**config.mk**
```make
export PLATFORM = sky130hd
export DESIGN_NAME = phy_rx_serial_align
export DESIGN_NICKNAME = d
export VERILOG_FILES = /design/src/rtl/phy_pkg.sv /design/src/rtl/rx_byte_shifter.sv /design/src/rtl/phy_rx_serial_align.sv
export SDC_FILE = /design/constraint.sdc
export NUM_CORES = 1
export LEC_CHECK = 0
export CORE_MARGIN = 4
export CORE_UTILIZATION = 24
export DETAILED_ROUTE_END_ITERATION = 6
export SKIP_LAST_GASP = 1
export SLEW_MARGIN = 15
export SYNTH_ARGS = -nofsm -noshare
export SYNTH_HDL_FRONTEND = slang
export SYNTH_SLANG_ARGS = --single-unit
```
**constraint.sdc**
```tcl
create_clock -name clk_8f -period 2 [get_ports clk_8f]
set_input_delay 0.6 -clock clk_8f [delete_from_list [all_inputs] [get_ports clk_8f]]
set_output_delay 0.6 -clock clk_8f [all_outputs]
set_load 0.02 [all_outputs]
```
**src/rtl/phy_pkg.sv**
```systemverilog
// Shared definitions for the phy serial link: comma character and receive alignment states.
package phy_pkg;

  localparam logic [7:0] COM = 8'hBC;

  typedef enum logic [1:0] {
    SEARCH  = 2'd0,
    LOCKING = 2'd1,
    ACTIVE  = 2'd2
  } rx_state_e;

endpackage

```
**src/rtl/rx_byte_shifter.sv**
```systemverilog
// Serial-to-parallel shifter with a mod-8 bit counter; boundary marks the edge completing a byte.
module rx_byte_shifter (
  input  logic       clk_8f,
  input  logic       reset,
  input  logic       clr,
  input  logic       data_in,
  output logic [7:0] nxt,
  output logic       boundary
);

  logic [7:0] shift_q, shift_d;
  logic [2:0] bit_cnt_q, bit_cnt_d;

  always_comb begin
    shift_d   = {shift_q[6:0], data_in};
    bit_cnt_d = clr ? 3'd0 : bit_cnt_q + 3'd1;
  end

  assign nxt      = shift_d;
  assign boundary = (bit_cnt_q == 3'd7);

  always_ff @(posedge clk_8f or negedge reset) begin
    if (!reset) begin
      shift_q   <= 8'h00;
      bit_cnt_q <= 3'd0;
    end else begin
      shift_q   <= shift_d;
      bit_cnt_q <= bit_cnt_d;
    end
  end

endmodule

```
**src/rtl/phy_rx_serial_align.sv**
```systemverilog
// Receive side of the phy serial link: aligns the MSB-first bit stream on COM and emits bytes once locked.
module phy_rx_serial_align #(
  parameter logic [7:0] COM        = phy_pkg::COM,
  parameter int         LOCK_COUNT = 4
) (
  input  logic       clk_8f,
  input  logic       reset,
  input  logic       data_in,
  output logic [7:0] data_out,
  output logic       valid_out,
  output logic       byte_stb,
  output logic       active
);

  import phy_pkg::*;

  localparam int CNT_W = $clog2(LOCK_COUNT + 1);
  localparam logic [CNT_W-1:0] LOCK_N = CNT_W'(LOCK_COUNT);

  logic [7:0] nxt;
  logic       boundary;
  logic       clr;

  rx_state_e        state_q, state_d;
  logic [CNT_W-1:0] com_cnt_q, com_cnt_d;
  logic [7:0]       data_out_q, data_out_d;
  logic             valid_q, valid_d;
  logic             stb_q, stb_d;
  logic             active_q, active_d;

  rx_byte_shifter u_shifter (
    .clk_8f   (clk_8f),
    .reset    (reset),
    .clr      (clr),
    .data_in  (data_in),
    .nxt      (nxt),
    .boundary (boundary)
  );

  always_comb begin
    state_d    = state_q;
    com_cnt_d  = com_cnt_q;
    data_out_d = data_out_q;
    valid_d    = 1'b0;
    stb_d      = 1'b0;
    active_d   = active_q;
    clr        = 1'b0;
    unique case (state_q)
      SEARCH: begin
        // Bit-sliding: any edge where the window holds COM becomes the byte boundary.
        if (nxt == COM) begin
          clr       = 1'b1;
          com_cnt_d = CNT_W'(1);
          state_d   = LOCKING;
        end
      end
      LOCKING: begin
        if (boundary) begin
          if (nxt == COM) begin
            if (com_cnt_q != LOCK_N) com_cnt_d = com_cnt_q + CNT_W'(1);
            if (com_cnt_q + CNT_W'(1) >= LOCK_N) begin
              state_d  = ACTIVE;
              active_d = 1'b1;
            end
          end else begin
            com_cnt_d = '0;
            state_d   = SEARCH;
          end
        end
      end
      ACTIVE: begin
        // Alignment is trusted once locked; only reset leaves this state.
        if (boundary) begin
          data_out_d = nxt;
          stb_d      = 1'b1;
          valid_d    = (nxt != COM);
        end
      end
      default: begin
        com_cnt_d = '0;
        state_d   = SEARCH;
      end
    endcase
  end

  always_ff @(posedge clk_8f or negedge reset) begin
    if (!reset) begin
      state_q    <= SEARCH;
      com_cnt_q  <= '0;
      data_out_q <= 8'h00;
      valid_q    <= 1'b0;
      stb_q      <= 1'b0;
      active_q   <= 1'b0;
    end else begin
      state_q    <= state_d;
      com_cnt_q  <= com_cnt_d;
      data_out_q <= data_out_d;
      valid_q    <= valid_d;
      stb_q      <= stb_d;
      active_q   <= active_d;
    end
  end

  assign data_out  = data_out_q;
  assign valid_out = valid_q;
  assign byte_stb  = stb_q;
  assign active    = active_q;

endmodule

```
After elaboration in Yosys (flattened, before gate mapping)

Index checks and enable logic that the tools add are counted.

Input bits: 3
Register bits after elaboration: 26

Reduce and logical (&&, ||, !) cells: 5
Eq/ne operators: 10
Bitwise logic cells: 1
Multiplexer cells: 17
Order comparisons: 1
Add/subtract/negate cells: 2

Operators with widths:

| operator                                                        | number |
|---|---|
| 3-bit 2-to-1 mux                                                | 5 |
| 4-bit AND reduction                                             | 3 |
| 3-bit != test, second input constant                            | 3 |
| 3-bit one-hot mux with 3 select lines                           | 1 |
| 8-bit == test, second input constant                            | 1 |
| 2-bit 2-to-1 mux                                                | 4 |
| 8-bit != test, second input constant                            | 1 |
| 3-bit by 1-bit adder with 3-bit output, second input constant   | 2 |
| 1-bit 2-to-1 mux                                                | 6 |
| 2-bit one-hot mux with 3 select lines                           | 1 |
| 2-bit != test, second input constant                            | 2 |
| 3-bit == test, second input constant                            | 1 |
| 3-bit greater-or-equal comparator, second input constant        | 1 |
| 2-bit by 1-bit == test with 1-bit output, second input constant | 1 |
| 2-bit == test, second input constant                            | 1 |
| 2-bit logical NOT                                               | 1 |
| 2-bit AND reduction                                             | 1 |
| 1-bit inverter                                                  | 1 |

Logic depth before layout (Yosys ltp)

Gate-level depths: netlist of run 1.

Word-level depth: 6
Mapped depth: 7

Modules after synthesis

Synthesis of run 1 repeated with hierarchy kept, for this count alone.

Cell total of the unflattened synthesis: 79
Area total of the unflattened synthesis: 1042.2 um2

By module, submodules not included:

| module              | area an instance (um2) | seq. area each (um2) | instances | cells each |
|---|---|---|---|---|
| phy_rx_serial_align | 743.2                  | 400.4                | 1         | 63 |
| rx_byte_shifter     | 299.0                  | 250.2                | 1         | 16 |

Worst setup path after synthesis of run 1

Ideal clock, no wire load.

Path type: input -> register
From: input data_in
To: register com_cnt_q[1]
Path slack: 0.312 ns
Required time: 1.917 ns
Stages on the path: 4
Library setup time: 0.083 ns
Arrival time: 1.606 ns
Cells stage by stage: or2_4 -> nor3_4 -> mux2_2 -> o21ai_0

Word-level cells in the longest chain between the ends: 4
Elaborated cells between the ends (all ways): 7
Classes of those cells: 3 x eq/ne; 3 x mux; 1 x reduce/logical

Ends and longest elaborated chain:

| element                               | line                                                 | RTL |
|---|---|---|
| start, declared                       | phy_rx_serial_align.sv:8                             | `input logic data_in,` |
| 8-bit == test *                       | phy_rx_serial_align.sv:51, phy_rx_serial_align.sv:59 |  |
| 3-bit 2-to-1 mux                      | phy_rx_serial_align.sv:59                            | `if (nxt == COM) begin` |
| 3-bit 2-to-1 mux                      | phy_rx_serial_align.sv:58                            | `if (boundary) begin` |
| 3-bit one-hot mux with 3 select lines | phy_rx_serial_align.sv:48                            | `unique case (state_q)` |
| end signal, assigned                  | phy_rx_serial_align.sv:96                            | `com_cnt_q <= com_cnt_d;` |
| end, declared                         | phy_rx_serial_align.sv:25                            | `logic [CNT_W-1:0] com_cnt_q, com_cnt_d;` |

Mark *: on every way between the ends. The rest lies on a longest branch, timed or not. The select of a mux whose other input is x is not followed.
A chain may end at the register's enable or synchronous reset.

Worst setup path after layout of run 1

Ends and elaborated chain as after synthesis.

==> results_dict.tcl, run 1 <==
set metrics [dict create \
    antenna_found_initial 0 \
    area.growth.synth_to_final_pct 24.3 \
    total_global_route_track_usage_pct 8.27 \
    timing_hold_violations_final 0 \
    yosys_warnings 0 \
    report.power.total_mw 1.14 \
    drt_pass1_iterations 4 \
    cts.root.buffer_cell "sky130_fd_sc_hd__clkbuf_8" \
    timing.setup.tns_ps 0 \
    placement.setup.worst_slack_ps -142 \
    final-max-slew-violation-count 0 \
    overflow 0 \
    ir_drop_mv 0.343 \
    die_w_um 75.6 \
    max_freq_mhz 537 \
    most_used_flip_flop_cell_after_synthesis "sky130_fd_sc_hd__dfrtp_1" \
    syn_avg_cell_area_um2 13.2 \
    synth_top_area_share_pct 59.3 \
    ioPinCount 14 \
    critical_path_fanout_max 6 \
    synth-edff-count 0 \
    drt_wl_total_um 2000 \
    cts_sinks 26 \
    n_antenna_cell 0 \
    via_count_of_the_first_global_routing_pass 766 \
    timing.final.setup_violations 0 \
    placed_cells 149 \
    post_drt_via_cell_ratio 4.58 \
    layoutNonFillerInstCount 153 \
    dp_hpwl_um 1440 \
    final_core_util_pct 31.1 \
    place_area_um2 1310 \
    ys_top_cells_by_area "sky130_fd_sc_hd__dfrtp_1, sky130_fd_sc_hd__mux2_2, sky130_fd_sc_hd__ha_1, sky130_fd_sc_hd__a41o_1, sky130_fd_sc_hd__nor2b_1" \
    timing_worst_slew_pin_value_ps 391 \
    timing.critical_path.from_type "input port" \
    worst_skew_pair.late_latency_ps 270 \
    cts_buffer_depth 2 \
    synthesis.instances 83 \
    power.density_nw_per_um2 839 \
    yosysMostFrequentCell "sky130_fd_sc_hd__dfrtp_1" \
    initial_utilization_pct 25.0 \
    criticalPathCategory "input port to flop" \
    design.final.nets 109 \
    port_buffers 13 \
    postSynth.asyncResetShare_pct 100 \
    synth-seq-area-share_pct 59.3 \
    max-slew-margin-rel_pct 73.9 \
    path_clk_slew_ps 80 \
    gp_routability_congestion 0.845 \
    clock_skew_ps 3.48 \
    cts_made_buffers 3 \
    max_capacitance_violation_count 0 \
    post_drt_wl_per_cell_um 13.1 \
    vias 700 \
    worst_path_arrival_time_ps 2050 \
    drive_above_1_share_pct 20.8 \
    drc 0 \
    final_cell_area_um2 1360 \
    holdBufCountCts 0 \
    layout_setup_ws_ps 139 \
    yosys.area.top_type "sky130_fd_sc_hd__dfrtp_1" \
    detail_route.iter0.violations 15 \
    post_synth_design_cell_area_um2 1100 \
    rsz0062_at_grt "false" \
    fin_worst_hold_slack_ps 408 \
    reg2reg_setup_slack_ps 350 \
    ys_ff_latch 26 \
    crit_required_ps 2190 \
    fillCellCount 447 \
    grt_first_pass_wirelength_um 3570 \
    synth.lib_cells_used.distinct 32 \
    design.core.area_um2 4380 \
    std_cell_rows 24 \
    design.die.area_um2 5720 \
    die-height_um 75.6 \
    worst_hold_path_type "flop to flop" \
    grt_max_degree 27 \
    postSynthNetCount 90 \
    worstSetupEndpointType "flop" \
    htree_levels 1 \
    final_period_minus_worst_setup_slack_ps 1860 \
    fin_crit_sh_pct 93.0 \
    run_status "finished clean" \
    most_frequent_cells_after_synthesis "sky130_fd_sc_hd__dfrtp_1, sky130_fd_sc_hd__mux2_2, sky130_fd_sc_hd__ha_1, sky130_fd_sc_hd__nand2_1" \
    cts_tree "done" \
    cts_resized 0 \
    ant_nets 0 \
    post-cts-setup-buffers 0 \
    static-leakage-power_nw 0.662 \
]
-- cells in the final DEF, fill, tap and decap left out, drive strengths merged, types with 3 or more instances in the layout --
master and instances:
o21ai 3, clkdlybuf4s50 13, dfrtp 26, clkbuf 4, nand2 5, ha 4
nor2b 3, inv 3, nor2 3, buf 4, mux2 9
-- final timing paths --
check                                       start                    to  cells after the start
max                                       data_in          com_cnt_q[1]                      5
min                          u_shifter.shift_q[4]  u_shifter.shift_q[5]                      0
max reg2reg                u_shifter.bit_cnt_q[0]           data_out[6]                      4
min reg2reg                  u_shifter.shift_q[4]  u_shifter.shift_q[5]                      0
max in group asynchronous                   reset             valid_out                      2
min in group asynchronous                   reset           data_out[1]                      2
-- kinds of logic (layout without fill, tap and decap cells) --
family | after synthesis | after routing | synth area share [%]
simple gates | 25 | 25 | 15.7
fa+ha+maj | 4 | 4 | 4.56
mux | 9 | 9 | 9.24
compound gates | 12 | 12 | 8.10
xor+xnor | 1 | 1 | 0.798
flops | 26 | 26 | 59.3
buf+inv | 6 | 24 | 2.28
-- critical path, cell delays in order --
cell and delay, ps:
sky130_fd_sc_hd__clkdlybuf4s50_1 420, sky130_fd_sc_hd__or2_4 250, sky130_fd_sc_hd__nor3_4 280, sky130_fd_sc_hd__mux2_2 360, sky130_fd_sc_hd__o21ai_0 140
-- sequential cells by signal, indices dropped and copies added (netlist names) --
name	count
data_out	8
u_shifter.bit_cnt_q	3
byte_stb	1
active	1
state_q	2
valid_out	1
u_shifter.shift_q	7
com_cnt_q	3
-- final cells by class --
| type | count | area (um^2) | share of cell area [%] |
|---|---|---|---|
| Sequential cell | 26 | 651 | 47.7 |
| Multi-Input combinational cell | 51 | 422 | 30.9 |
| Timing Repair Buffer | 17 | 160 | 11.7 |
| Tap cell | 52 | 65.1 | 4.77 |
| Clock buffer | 4 | 55.1 | 4.04 |
| Inverter | 3 | 11.3 | 0.826 |
-- per-layer routing --
| layer | GRT usage (%) | share of wire (%) | wire (um) |
|---|---|---|---|
| met1 | 9.71 | 44 | 876 |
| met3 | 1.85 | 3.3 | 65 |
| met5 | 0 | 0 | 0 |
| met4 | 4.08 | 1.9 | 38 |
| met2 | 14.2 | 51 | 1020 |
-- report_power, final --
group	leakage, nW	switching [mW]	internal, mW	total [mW]
Sequential	0.329	0.0472	0.579	0.627
Combinational	0.304	0.105	0.0835	0.188
Clock	0.0288	0.154	0.176	0.329
Power figures use the tool's default switching activity.
==> inputs of run 2 (changes only) <==
--- a/config.mk
+++ b/config.mk
@@ -12,4 +12,5 @@
 export SLEW_MARGIN = 15
 export SYNTH_ARGS = -nofsm -noshare
 export SYNTH_HDL_FRONTEND = slang
+export SYNTH_HIERARCHICAL = 1
 export SYNTH_SLANG_ARGS = --single-unit
==> run 2 against run 1 <==
Net effect:
- clock-buffer cell count is 1 lower
- wire length fell by 8.1%
- design area shrank 2.5%
- register-to-register slack worse by 70 ps
- flip-flop and latch count stayed put
- die area fell by 4.5%
- total power shrank 15%
- non-clock buffer count rose by 1
- hold slack lost 2.6 ps
- synthesized cell count down 4.8%
- global-route usage down 0.49 points
- final cell count down 3.9%
- critical path type is now flop to output pin
- critical endpoint is now data_out[3]
- largest cell class unchanged
- highest routed layer unchanged
==> results_dict.tcl, run 2 <==
set metrics [dict create \
    clock_skew_ps 1.72 \
    overflow 0 \
    crit_required_ps 1400 \
    critical_path_fanout_max 2 \
    ys_top_cells_by_area "sky130_fd_sc_hd__dfrtp_1, sky130_fd_sc_hd__mux2_2, sky130_fd_sc_hd__ha_1, sky130_fd_sc_hd__o21bai_1, sky130_fd_sc_hd__mux2i_1" \
    timing.final.setup_violations 0 \
    placement.setup.worst_slack_ps -365 \
    layout_setup_ws_ps 165 \
    critical_path.cell_chain "clkdlybuf4s50_1" \
    port_buffers 13 \
    worst_skew_pair.late_latency_ps 260 \
    holdBufCountCts 0 \
    area.growth.synth_to_final_pct 27.6 \
    cts_tree "done" \
    std_cell_rows 23 \
    die-height_um 73.9 \
    gp_routability_congestion 0.813 \
    final-max-slew-violation-count 0 \
    min_delay_startpoint "u_shifter/shift_q[3]" \
    syn_avg_cell_area_um2 13.2 \
    postSynthNetCount 86 \
    synth-edff-count 0 \
    worst_path_arrival_time_ps 1230 \
    drive_above_1_share_pct 22.7 \
    fin_crit_sh_pct 91.7 \
    post_drt_via_cell_ratio 4.37 \
    timing_hold_violations_final 0 \
    drt_pass1_iterations 3 \
    critical_path.n_buffers_inverters 1 \
    ant_nets 0 \
    cts_sinks 26 \
    antenna_found_initial 0 \
    drc 0 \
    htree_levels 1 \
    grt_max_degree 27 \
    run_status "finished clean" \
    ioPinCount 14 \
    postSynth.asyncResetShare_pct 100 \
    critPathLaunch "data_out[3]" \
    synth.lib_cells_used.distinct 23 \
    yosys.area.top_type "sky130_fd_sc_hd__dfrtp_1" \
    design.die.area_um2 5460 \
    n_antenna_cell 0 \
    static-leakage-power_nw 0.594 \
    final_period_minus_worst_setup_slack_ps 1830 \
    worstSetupEndpointType "output pin" \
    layoutNonFillerInstCount 147 \
    synth_top_area_share_pct 62.4 \
    worst_hold_path_type "flop to flop" \
    critPathMaxStageDelay_ps 610 \
    cts.root.buffer_cell "sky130_fd_sc_hd__clkbuf_8" \
    post-cts-setup-buffers 0 \
    max_freq_mhz 545 \
    most_frequent_cells_after_synthesis "sky130_fd_sc_hd__dfrtp_1, sky130_fd_sc_hd__mux2_2, sky130_fd_sc_hd__inv_1, sky130_fd_sc_hd__nor2_1, sky130_fd_sc_hd__ha_1" \
    power.density_nw_per_um2 734 \
    max-slew-margin-rel_pct 72.1 \
    yosys_warnings 6 \
    most_used_flip_flop_cell_after_synthesis "sky130_fd_sc_hd__dfrtp_1" \
    critical_path.endpoint "data_out[3]" \
    path_clk_slew_ps 80 \
    critical_path.reg2reg.endpoint "com_cnt_q[0]" \
    reg2reg_setup_slack_ps 280 \
    post_synth_design_cell_area_um2 1040 \
    yosysMostFrequentCell "sky130_fd_sc_hd__dfrtp_1" \
    cp.depth 1 \
    vias 642 \
    mostFrequentLayoutCells "sky130_fd_sc_hd__dfrtp_1, sky130_fd_sc_hd__clkdlybuf4s50_1, sky130_fd_sc_hd__mux2_2" \
    total_global_route_track_usage_pct 7.78 \
    timing.critical_path.from_type "flop" \
    timing_worst_slew_pin_value_ps 418 \
    die_w_um 73.9 \
    detail_route.iter0.violations 12 \
    via_count_of_the_first_global_routing_pass 713 \
    dp_hpwl_um 1330 \
    placed_cells 144 \
    largest_register_ffs 8 \
    initial_utilization_pct 25.5 \
    design.core.area_um2 4090 \
    critical_path_s_top_delay_family "buffers and inverters" \
    synthesis.instances 79 \
    synth-seq-area-share_pct 62.4 \
    criticalPathCategory "flop to output pin" \
    drt_wl_total_um 1840 \
    cts_buffer_depth 2 \
    slowest_stage "sky130_fd_sc_hd__clkdlybuf4s50_1" \
    grt_first_pass_wirelength_um 3310 \
    timing.reg2reg.worst_path_depth 4 \
    worstReg2RegStart "u_shifter/shift_q[0]" \
    design.final.nets 106 \
    cts_made_buffers 3 \
    ys_ff_latch 26 \
    rsz0062_at_grt "false" \
    max_capacitance_violation_count 0 \
    ir_drop_mv 0.383 \
    mostFrequentLayoutCell "sky130_fd_sc_hd__dfrtp_1" \
    post_drt_wl_per_cell_um 12.5 \
]
[run 2: changes by cell type in the layout (fill, tap and decap cells not counted), moves of 2 or more]
cell	before	now
sky130_fd_sc_hd__nor3_1	0	2
sky130_fd_sc_hd__mux2i_1	0	2
sky130_fd_sc_hd__inv_1	3	5
sky130_fd_sc_hd__and2b_1	2	0
sky130_fd_sc_hd__o21bai_1	0	3
sky130_fd_sc_hd__a41o_1	2	0
sky130_fd_sc_hd__nor2_1	3	5
[run 2: repair_timing]
item                       4_1_cts  5_1_grt
setup endpoints to repair        5        9
pin swaps                        0        1
resized for setup                4        2
[run 2: worst reg2reg max path: stages, from the launching register on]
cell                      delay, ps
sky130_fd_sc_hd__dfrtp_1        410
sky130_fd_sc_hd__or4b_4         550
sky130_fd_sc_hd__o31ai_4        180
sky130_fd_sc_hd__nor3b_4        280
sky130_fd_sc_hd__mux2i_1        230
[run 2: logic make-up (layout without fill, tap and decap cells)]
family	Yosys count	in the layout	synth area share (%)
AO/OA/AOI/OAI	7	7	4.80
flip-flops	26	26	62.4
AND/OR/NAND/NOR	22	22	12.1
buffers and inverters	8	26	3.36
XOR/XNOR	1	1	0.840
multiplexers	11	11	11.6
adder cells (fa/ha/maj)	4	4	4.80
[run 2: per-layer routing]
metal / track usage [%] / vias to the layer above / part of all wire [%]
met5: 0 / - / 0
met2: 13.0 / 10 / 52
met1: 9.64 / 322 / 45
li1: - / 308 / -
met4: 3.62 / 0 / 0.92
met3: 1.50 / 2 / 2.4
[run 2: final cells by class]
class / count / area, um^2
timing repair buffer: 18 / 170
fill: 426 / 2760
clock buffer: 3 / 41.3
inverter: 5 / 18.8
multi-input combinational: 45 / 387
tap: 50 / 62.6
sequential: 26 / 651
[run 2: worst min-delay path by stage]
stage | to | slack (ps) | cells past startpoint
floorplan | active | 300 | 0
global placement | u_shifter/shift_q[6] | 380 | 0
detailed placement | u_shifter/shift_q[6] | 390 | 0
CTS | u_shifter/shift_q[4] | 410 | 0
global route | u_shifter/shift_q[3] | 430 | 0
finish | u_shifter/shift_q[4] | 410 | 0
[run 2: where the power goes]
group	leakage [nW]	internal, mW	switching (mW)	total [mW]
Clock	0.0216	0.134	0.144	0.278
Sequential	0.337	0.567	0.0250	0.592
Combinational	0.236	0.0507	0.0548	0.105
[run 2: per-stage QoR]
stage / total power, mW / util (%) / TNS, ps / instance area [um^2] / hold slack (ps)
2_1_floorplan: 0.664 / - / 0 / 1040 / 304
3_3_place_gp: 0.697 / 30.7 / -2740 / 1260 / 384
3_5_place_dp: 0.704 / 30.7 / -2890 / 1260 / 388
4_1_cts: 0.994 / 32.3 / -29.8 / 1320 / 414
5_1_grt: 1.04 / 32.5 / 0 / 1330 / 432
6_report: 0.976 / 32.5 / 0 / 1330 / 406
